$ cat src/rtl/hazard_ctrl_if.sv
// Connection bundle between the ID-stage decoder, the EX/MEM resolution signals
// and the pipeline sequencing controller.
interface hazard_ctrl_if #(
  parameter int CNT_W = 32
);
  // Every signal is a level that is sampled or driven in each cycle. There is no
  // valid/ready pair. i_id_valid qualifies the ID fields. i_mem_busy holds the
  // whole pipeline.
  logic             i_id_valid;
  logic [4:0]       i_id_rs1;
  logic [4:0]       i_id_rs2;
  logic             i_id_use_rs1;
  logic             i_id_use_rs2;
  logic [4:0]       i_id_rd;
  logic             i_id_rd_wen;
  logic             i_id_is_load;
  logic             i_ex_redirect;
  logic             i_mem_busy;

  logic             o_pc_wen;
  logic             o_ifid_wen;
  logic             o_ifid_flush;
  logic             o_idex_bubble;
  logic             o_freeze;
  logic [1:0]       o_fwd_a;
  logic [1:0]       o_fwd_b;
  logic [CNT_W-1:0] o_stall_cnt;
  logic [CNT_W-1:0] o_flush_cnt;

  modport master (
    output i_id_valid, i_id_rs1, i_id_rs2, i_id_use_rs1, i_id_use_rs2,
           i_id_rd, i_id_rd_wen, i_id_is_load, i_ex_redirect, i_mem_busy,
    input  o_pc_wen, o_ifid_wen, o_ifid_flush, o_idex_bubble, o_freeze,
           o_fwd_a, o_fwd_b, o_stall_cnt, o_flush_cnt
  );

  modport slave (
    input  i_id_valid, i_id_rs1, i_id_rs2, i_id_use_rs1, i_id_use_rs2,
           i_id_rd, i_id_rd_wen, i_id_is_load, i_ex_redirect, i_mem_busy,
    output o_pc_wen, o_ifid_wen, o_ifid_flush, o_idex_bubble, o_freeze,
           o_fwd_a, o_fwd_b, o_stall_cnt, o_flush_cnt
  );
endinterface

$ cat src/rtl/hazard_ctrl.sv
// Pipeline sequencing controller for the 5-stage RV32I core. It tracks the EX, MEM
// and WB instructions and decides stalls, flushes, freezes and operand forwarding.
module hazard_ctrl #(
  parameter bit BYPASS       = 1'b1,
  parameter bit RF_WB_BYPASS = 1'b1,
  parameter int CNT_W        = 32
) (
  input  logic       i_clk,
  input  logic       i_rst,
  hazard_ctrl_if.slave bus
);

  typedef struct packed {
    logic       valid;
    logic [4:0] rd;
    logic       rd_wen;
    logic       is_load;
    logic [4:0] rs1;
    logic [4:0] rs2;
    logic       use_rs1;
    logic       use_rs2;
  } slot_t;

  slot_t ex_q, mem_q, wb_q;
  slot_t id_slot, ex_next;
  logic [CNT_W-1:0] stall_cnt_q, flush_cnt_q;
  logic hazard, stall_inc, flush_inc, freeze;

  // x0 is hard-wired zero, so a write to x0 never produces a value to wait for.
  function automatic logic slot_match(slot_t s, logic [4:0] src, logic use_src);
    return s.valid & s.rd_wen & (s.rd != 5'd0) & (s.rd == src) & use_src;
  endfunction

  function automatic logic [1:0] fwd_sel(logic [4:0] src, logic use_src);
    logic [1:0] sel;
    sel = 2'b00;
    if (BYPASS) begin
      if (slot_match(mem_q, src, use_src))     sel = 2'b01;
      else if (slot_match(wb_q, src, use_src)) sel = 2'b10;
    end
    return sel;
  endfunction

  always_comb begin
    id_slot         = '0;
    id_slot.valid   = bus.i_id_valid;
    if (bus.i_id_valid) begin
      id_slot.rd      = bus.i_id_rd;
      id_slot.rd_wen  = bus.i_id_rd_wen;
      id_slot.is_load = bus.i_id_is_load;
      id_slot.rs1     = bus.i_id_rs1;
      id_slot.rs2     = bus.i_id_rs2;
      id_slot.use_rs1 = bus.i_id_use_rs1;
      id_slot.use_rs2 = bus.i_id_use_rs2;
    end
  end

  // Without forwarding, ID waits until the producer has left every checked slot.
  always_comb begin
    hazard = 1'b0;
    if (BYPASS) begin
      hazard = ex_q.is_load &
               (slot_match(ex_q, bus.i_id_rs1, bus.i_id_use_rs1) |
                slot_match(ex_q, bus.i_id_rs2, bus.i_id_use_rs2));
    end else begin
      hazard = slot_match(ex_q,  bus.i_id_rs1, bus.i_id_use_rs1) |
               slot_match(ex_q,  bus.i_id_rs2, bus.i_id_use_rs2) |
               slot_match(mem_q, bus.i_id_rs1, bus.i_id_use_rs1) |
               slot_match(mem_q, bus.i_id_rs2, bus.i_id_use_rs2) |
               (!RF_WB_BYPASS &
                (slot_match(wb_q, bus.i_id_rs1, bus.i_id_use_rs1) |
                 slot_match(wb_q, bus.i_id_rs2, bus.i_id_use_rs2)));
    end
    hazard = hazard & bus.i_id_valid;
  end

  // Priority order: memory wait, then redirect, then data hazard.
  always_comb begin
    bus.o_pc_wen      = 1'b1;
    bus.o_ifid_wen    = 1'b1;
    bus.o_ifid_flush  = 1'b0;
    bus.o_idex_bubble = 1'b0;
    freeze            = 1'b0;
    stall_inc         = 1'b0;
    flush_inc         = 1'b0;
    ex_next           = id_slot;
    if (bus.i_mem_busy) begin
      freeze         = 1'b1;
      bus.o_pc_wen   = 1'b0;
      bus.o_ifid_wen = 1'b0;
    end else if (bus.i_ex_redirect) begin
      bus.o_ifid_flush  = 1'b1;
      bus.o_idex_bubble = 1'b1;
      ex_next           = '0;
      flush_inc         = 1'b1;
    end else if (hazard) begin
      bus.o_pc_wen      = 1'b0;
      bus.o_ifid_wen    = 1'b0;
      bus.o_idex_bubble = 1'b1;
      ex_next           = '0;
      stall_inc         = 1'b1;
    end
  end

  always_ff @(posedge i_clk or posedge i_rst) begin
    if (i_rst) begin
      ex_q        <= '0;
      mem_q       <= '0;
      wb_q        <= '0;
      stall_cnt_q <= '0;
      flush_cnt_q <= '0;
    end else if (!freeze) begin
      wb_q  <= mem_q;
      mem_q <= ex_q;
      ex_q  <= ex_next;
      if (stall_inc) stall_cnt_q <= stall_cnt_q + CNT_W'(1);
      if (flush_inc) flush_cnt_q <= flush_cnt_q + CNT_W'(1);
    end
  end

  assign bus.o_freeze    = freeze;
  assign bus.o_fwd_a     = fwd_sel(ex_q.rs1, ex_q.valid & ex_q.use_rs1);
  assign bus.o_fwd_b     = fwd_sel(ex_q.rs2, ex_q.valid & ex_q.use_rs2);
  assign bus.o_stall_cnt = stall_cnt_q;
  assign bus.o_flush_cnt = flush_cnt_q;

endmodule

$ cat src/flat_wrapper.sv
// flat-port wrapper written by rule: the top's interface ports become plain ports
module hazard_ctrl_flat 
#(
  parameter bit BYPASS       = 1'b1,
  parameter bit RF_WB_BYPASS = 1'b1,
  parameter int CNT_W        = 32
)
  (i_clk, i_rst, bus_i_id_valid, bus_i_id_rs1, bus_i_id_rs2, bus_i_id_use_rs1, bus_i_id_use_rs2, bus_i_id_rd, bus_i_id_rd_wen, bus_i_id_is_load, bus_i_ex_redirect, bus_i_mem_busy, bus_o_pc_wen, bus_o_ifid_wen, bus_o_ifid_flush, bus_o_idex_bubble, bus_o_freeze, bus_o_fwd_a, bus_o_fwd_b, bus_o_stall_cnt, bus_o_flush_cnt);
  hazard_ctrl_if #(.CNT_W(CNT_W)) bus_i ();
  input  logic i_clk;
  input  logic i_rst;
  input wire logic [$bits(bus_i.i_id_valid)-1:0] bus_i_id_valid;
  input wire logic [$bits(bus_i.i_id_rs1)-1:0] bus_i_id_rs1;
  input wire logic [$bits(bus_i.i_id_rs2)-1:0] bus_i_id_rs2;
  input wire logic [$bits(bus_i.i_id_use_rs1)-1:0] bus_i_id_use_rs1;
  input wire logic [$bits(bus_i.i_id_use_rs2)-1:0] bus_i_id_use_rs2;
  input wire logic [$bits(bus_i.i_id_rd)-1:0] bus_i_id_rd;
  input wire logic [$bits(bus_i.i_id_rd_wen)-1:0] bus_i_id_rd_wen;
  input wire logic [$bits(bus_i.i_id_is_load)-1:0] bus_i_id_is_load;
  input wire logic [$bits(bus_i.i_ex_redirect)-1:0] bus_i_ex_redirect;
  input wire logic [$bits(bus_i.i_mem_busy)-1:0] bus_i_mem_busy;
  output wire logic [$bits(bus_i.o_pc_wen)-1:0] bus_o_pc_wen;
  output wire logic [$bits(bus_i.o_ifid_wen)-1:0] bus_o_ifid_wen;
  output wire logic [$bits(bus_i.o_ifid_flush)-1:0] bus_o_ifid_flush;
  output wire logic [$bits(bus_i.o_idex_bubble)-1:0] bus_o_idex_bubble;
  output wire logic [$bits(bus_i.o_freeze)-1:0] bus_o_freeze;
  output wire logic [$bits(bus_i.o_fwd_a)-1:0] bus_o_fwd_a;
  output wire logic [$bits(bus_i.o_fwd_b)-1:0] bus_o_fwd_b;
  output wire logic [$bits(bus_i.o_stall_cnt)-1:0] bus_o_stall_cnt;
  output wire logic [$bits(bus_i.o_flush_cnt)-1:0] bus_o_flush_cnt;
  assign bus_i.i_id_valid = bus_i_id_valid;
  assign bus_i.i_id_rs1 = bus_i_id_rs1;
  assign bus_i.i_id_rs2 = bus_i_id_rs2;
  assign bus_i.i_id_use_rs1 = bus_i_id_use_rs1;
  assign bus_i.i_id_use_rs2 = bus_i_id_use_rs2;
  assign bus_i.i_id_rd = bus_i_id_rd;
  assign bus_i.i_id_rd_wen = bus_i_id_rd_wen;
  assign bus_i.i_id_is_load = bus_i_id_is_load;
  assign bus_i.i_ex_redirect = bus_i_ex_redirect;
  assign bus_i.i_mem_busy = bus_i_mem_busy;
  assign bus_o_pc_wen = bus_i.o_pc_wen;
  assign bus_o_ifid_wen = bus_i.o_ifid_wen;
  assign bus_o_ifid_flush = bus_i.o_ifid_flush;
  assign bus_o_idex_bubble = bus_i.o_idex_bubble;
  assign bus_o_freeze = bus_i.o_freeze;
  assign bus_o_fwd_a = bus_i.o_fwd_a;
  assign bus_o_fwd_b = bus_i.o_fwd_b;
  assign bus_o_stall_cnt = bus_i.o_stall_cnt;
  assign bus_o_flush_cnt = bus_i.o_flush_cnt;
  hazard_ctrl #(.BYPASS(BYPASS), .RF_WB_BYPASS(RF_WB_BYPASS), .CNT_W(CNT_W)) u_core (.i_clk(i_clk), .i_rst(i_rst), .bus(bus_i));
endmodule
$ cat config.mk
export PLATFORM = sky130hd
export DESIGN_NAME = hazard_ctrl_flat
export DESIGN_NICKNAME = d
export VERILOG_FILES = /design/src/rtl/hazard_ctrl_if.sv /design/src/rtl/hazard_ctrl.sv /design/src/flat_wrapper.sv
export SDC_FILE = /design/constraint.sdc
export NUM_CORES = 1
export LEC_CHECK = 0
export BUFFER_PORTS_ARGS = -buffer_cell sky130_fd_sc_hd__buf_4
export CAP_MARGIN = 40
export CELL_PAD_IN_SITES_DETAIL_PLACEMENT = 2
export CELL_PAD_IN_SITES_GLOBAL_PLACEMENT = 2
export CORE_MARGIN = 4
export CORE_UTILIZATION = 30
export DETAILED_ROUTE_END_ITERATION = 16
export HOLD_SLACK_MARGIN = 0.1
export PLACE_DENSITY = 0.72
export RECOVER_POWER = 50
export SLEW_MARGIN = 10
export SYNTH_ARGS = -nofsm -noshare
export SYNTH_HDL_FRONTEND = slang
export SYNTH_SLANG_ARGS = --single-unit
$ cat constraint.sdc
create_clock -name i_clk -period 6.89 [get_ports i_clk]
set_clock_uncertainty 0.2 [all_clocks]
set_input_delay 0.3445 -clock i_clk [delete_from_list [all_inputs] [get_ports i_clk]]
set_output_delay 0.3445 -clock i_clk [all_outputs]
set_load 0.05 [all_outputs]
==> flow_summary.rst <==
.. list-table::
   :header-rows: 1

   * - Metric
     - Value
   * - CTS clk-pin slew, worst paths
     - 0.06 ns
   * - Setup repair after global routing missed its margin
     - no
   * - Wirelength per Cell
     - 19.21 um
   * - First-pass GRT wire length
     - 23,280 um
   * - Half-perimeter wire length after placement
     - 9785 um
   * - Worst-path maximum fanout
     - 33
   * - Gate count of the mapped netlist
     - 415
   * - Total GRT Usage
     - 16.52%
   * - Share of the yosys chip area belonging to registers
     - 52.28%
   * - Number of antenna-violating nets in the routed design
     - 0
   * - Final setup violation count
     - 0
   * - CTS-repair resized insts
     - 0
   * - Most common flop cell mapped by yosys
     - sky130_fd_sc_hd__dfrtp_1
   * - Antenna diode count
     - 0
   * - H-tree Lvls
     - 3
   * - Routed via count
     - 3,695
   * - Drt via density
     - 4.953
   * - Yosys synthesis warning count
     - 0
   * - Path class of the lowest-slack min-delay path
     - flop to flop
   * - Worst Path Arrival
     - 2.95 ns
   * - Area growth, synth to finish
     - 25.66%
   * - Top post-synthesis cells by area
     - sky130_fd_sc_hd__dfrtp_1 (52%), sky130_fd_sc_hd__xor2_1 (10%), sky130_fd_sc_hd__xnor2_1 (7.1%), sky130_fd_sc_hd__mux2_2 (3.6%), sky130_fd_sc_hd__a22o_1 (3.5%)
   * - Leak Pwr
     - 0.002705 uW
   * - Area share of the leading cell type in the synthesized netlist
     - 52.28%
   * - Dpl cells
     - 710
   * - Cells traversed along the worst timing path
     - dlygate4sd3_1 > buf_4 > xor2_1 > nor4_1 > a32oi_2 > buf_4 > nor3_1 > a31oi_1 > buf_4
   * - Critical Path Start Type
     - primary input
   * - Element type at the critical path end
     - output pin
   * - CP Launch Point
     - bus_i_id_rs2[1]
   * - Placement-stage worst setup slack
     - 4.126 ns
   * - Endpoint of the worst setup timing path
     - bus_o_pc_wen
   * - Post-layout net count
     - 556
   * - Number of detailed-routing iterations run before antenna repair
     - 4
   * - Number of flops mapped to enable cells by yosys
     - 0
   * - Number of synthesized register bits
     - 98
   * - Proportion of layout cells with a drive suffix above 1
     - 14.21%
   * - Count of pins on the block boundary
     - 97
   * - Highest-count cells in the layout ignoring fill and taps
     - sky130_fd_sc_hd__dfrtp_1 (98), sky130_fd_sc_hd__clkbuf_1 (67), sky130_fd_sc_hd__xor2_1 (54)
   * - # clock sinks
     - 98
   * - Initial antenna violation count
     - 0
   * - Data required time at the worst endpoint
     - 6.35 ns
   * - Violations in the final reports
     - capacitance limit, slew limit
   * - Worst-Skew Late Latency
     - 0.35 ns
   * - Fill cells
     - 1,651
   * - Routed WL
     - 14,330 um
   * - Maximum number of pins on one net before global-route repair
     - 58
   * - DIE HEIGHT
     - 133.0 um
   * - RePlAce Congestion
     - 0.7966
   * - Inserted Clock Buffers
     - 9
   * - CTS max path bufs
     - 2
   * - Total global routing overflow
     - 0
   * - Remaining max-slew budget at the tightest pin
     - -31.40%
   * - Max-Cap Viols
     - 2
   * - Cell depth of the worst flop-to-flop path
     - 6
   * - CTS tree
     - done
   * - Critical path start-end classification
     - primary input to output pin
   * - Most frequent cell on the critical path
     - sky130_fd_sc_hd__buf_4
   * - Number of violations reported at the end of detailed-routing iteration 0
     - 110
   * - Layout Cells excl Fill
     - 746
   * - Vias in the first global route
     - 4,208
   * - Register-to-Register Setup Slack
     - 4.00 ns
   * - Die X-Extent
     - 133.0 um
   * - Nets in the synthesized netlist
     - 441
   * - Total Negative Setup Slacks
     - 0 ns
   * - Maximum clock rate
     - 0.2860 GHz
   * - R2R Path Start
     - u_core.ex_q[15]$_DFFE_PP0N_
   * - Number of failing hold endpoints at the final stage
     - 0
   * - Most common library cell in the layout ignoring fill and taps
     - sky130_fd_sc_hd__dfrtp_1
   * - Crit path buf inv count
     - 4
   * - Distinct cell type count after synthesis
     - 38
   * - Clock tree root buffer cell
     - sky130_fd_sc_hd__clkbuf_16
   * - Cell count along the critical path
     - 9
   * - Outcome
     - complete, but fails checks
   * - Post-route worst hold slack
     - 0.2718 ns
   * - Core box area
     - 15,260 um^2
   * - Post-Syn Area per Cell
     - 11.30 um^2
   * - Period utilization
     - 50.76%
   * - Cell family contributing the most delay on the critical path
     - buffers and inverters
   * - Slew Limit Fails
     - 84
   * - Die area
     - 17,700 um^2
   * - Site Rows
     - 45
   * - Max stage delay on crit path
     - 0.55 ns
   * - Transition at the pin with the smallest max-transition slack
     - 1.971 ns
   * - Critical R2R Capture
     - u_core.ex_q[6]$_DFFE_PP0N_
   * - Power density over the cells
     - 237.6 nW/um^2
   * - Count of input and output buffers
     - 96
   * - Netlist area before placement
     - 4691 um^2
   * - Max rail drop VDD
     - 0.0001070 V
   * - Final core utilization
     - 38.63%
   * - Fin worst setup slack
     - 3.393 ns
   * - Starting density of the core
     - 30.74%
   * - Ys async rst share
     - 100.0%
   * - Post-synth top area cell
     - sky130_fd_sc_hd__dfrtp_1
   * - Clock period minus final worst setup slack
     - 3.497 ns
   * - Post-route DRC
     - 0
   * - Cell at the slowest stage of the critical path
     - sky130_fd_sc_hd__dlygate4sd3_1
==> stage by stage <==
step | power (uW) | instance area, um^2
after CTS | 1432 | 6152
after global placement | 860.0 | 5633
after global routing | 1461 | 5894
final | 1401 | 5894
after floorplan | 787.3 | 4691
after detailed placement | 867.7 | 5633
==> timing repair <==
action | 4_1_cts | 5_1_grt
setup buffers | 0 | 0
endpoints found under the hold margin | 60 | 0
hold buffers | 20 | 0
==> Yosys cell counts, drive strengths merged, types with 3 or more instances <==
library cell,n
and4,3
dfrtp,98
nor4,14
inv,9
clkbuf,7
xnor2,38
nand4,25
xor2,54
nand2,26
and3,6
a22o,19
nor3,23
mux2,16
nand3,24
nor2,23
buf,7
or4,4
==> sequential cells by signal (all words and copies together), names as in the netlist <==
name / count
u_core.wb_q: 7
u_core.bus.o_flush_cnt: 32
u_core.bus.o_stall_cnt: 32
u_core.mem_q: 7
u_core.ex_q: 20
==> cells by family after synthesis <==
kind of cell             share of synthesized area [%]
AO/OA/AOI/OAI                                    4.935
XOR/XNOR                                         17.18
adder cells (fa/ha/maj)                         0.5334
buffers and inverters                            2.160
flip-flops                                       52.28
multiplexers                                     3.841
AND/OR/NAND/NOR                                  19.07
==> layer usage <==
layer | routed length, um | share of wire (%) | up-vias | GRT usage [%]
li1 | - | - | 1701 | -
met5 | 0 | 0 | - | 0
met4 | 255 | 1.8 | 0 | 5.774
met3 | 497 | 3.5 | 20 | 2.966
met2 | 7184 | 50 | 77 | 28.39
met1 | 6396 | 45 | 1897 | 20.86
==> how the worst min path moves through the flow <==
stage | end | cells past startpoint | start | slack, ns
floorplan | u_core.ex_q[12]$_DFFE_PP0N_ | 1 | bus_i_id_is_load | 0.27
global placement | u_core.bus.o_flush_cnt[30]$_DFFE_PP0P_ | 2 | i_rst | 0.24
detailed placement | u_core.bus.o_flush_cnt[30]$_DFFE_PP0P_ | 2 | i_rst | 0.25
CTS | u_core.bus.o_stall_cnt[31]$_DFFE_PP0P_ | 1 | u_core.bus.o_stall_cnt[31]$_DFFE_PP0P_ | 0.29
global route | u_core.bus.o_stall_cnt[31]$_DFFE_PP0P_ | 1 | u_core.bus.o_stall_cnt[31]$_DFFE_PP0P_ | 0.30
finish | u_core.bus.o_stall_cnt[31]$_DFFE_PP0P_ | 1 | u_core.bus.o_stall_cnt[31]$_DFFE_PP0P_ | 0.27
==> final cells by class <==
type                       count  area [um^2]  area share (%)
timing repair buffer         118        684.4           11.61
clock inverter                 6        80.08           1.359
clock buffer                  10        239.0           4.054
multi-input combinational    294         2140           36.30
sequential                    98         2452           41.60
inverter                       9        35.03          0.5944
tap                          211        264.0           4.479
==> report_power, final <==
group | switching, uW | internal [uW]
sequential | 45.3 | 605
clock | 224 | 326
combinational | 132 | 68.7
Note: power is estimated with default switching activity, not from simulation.
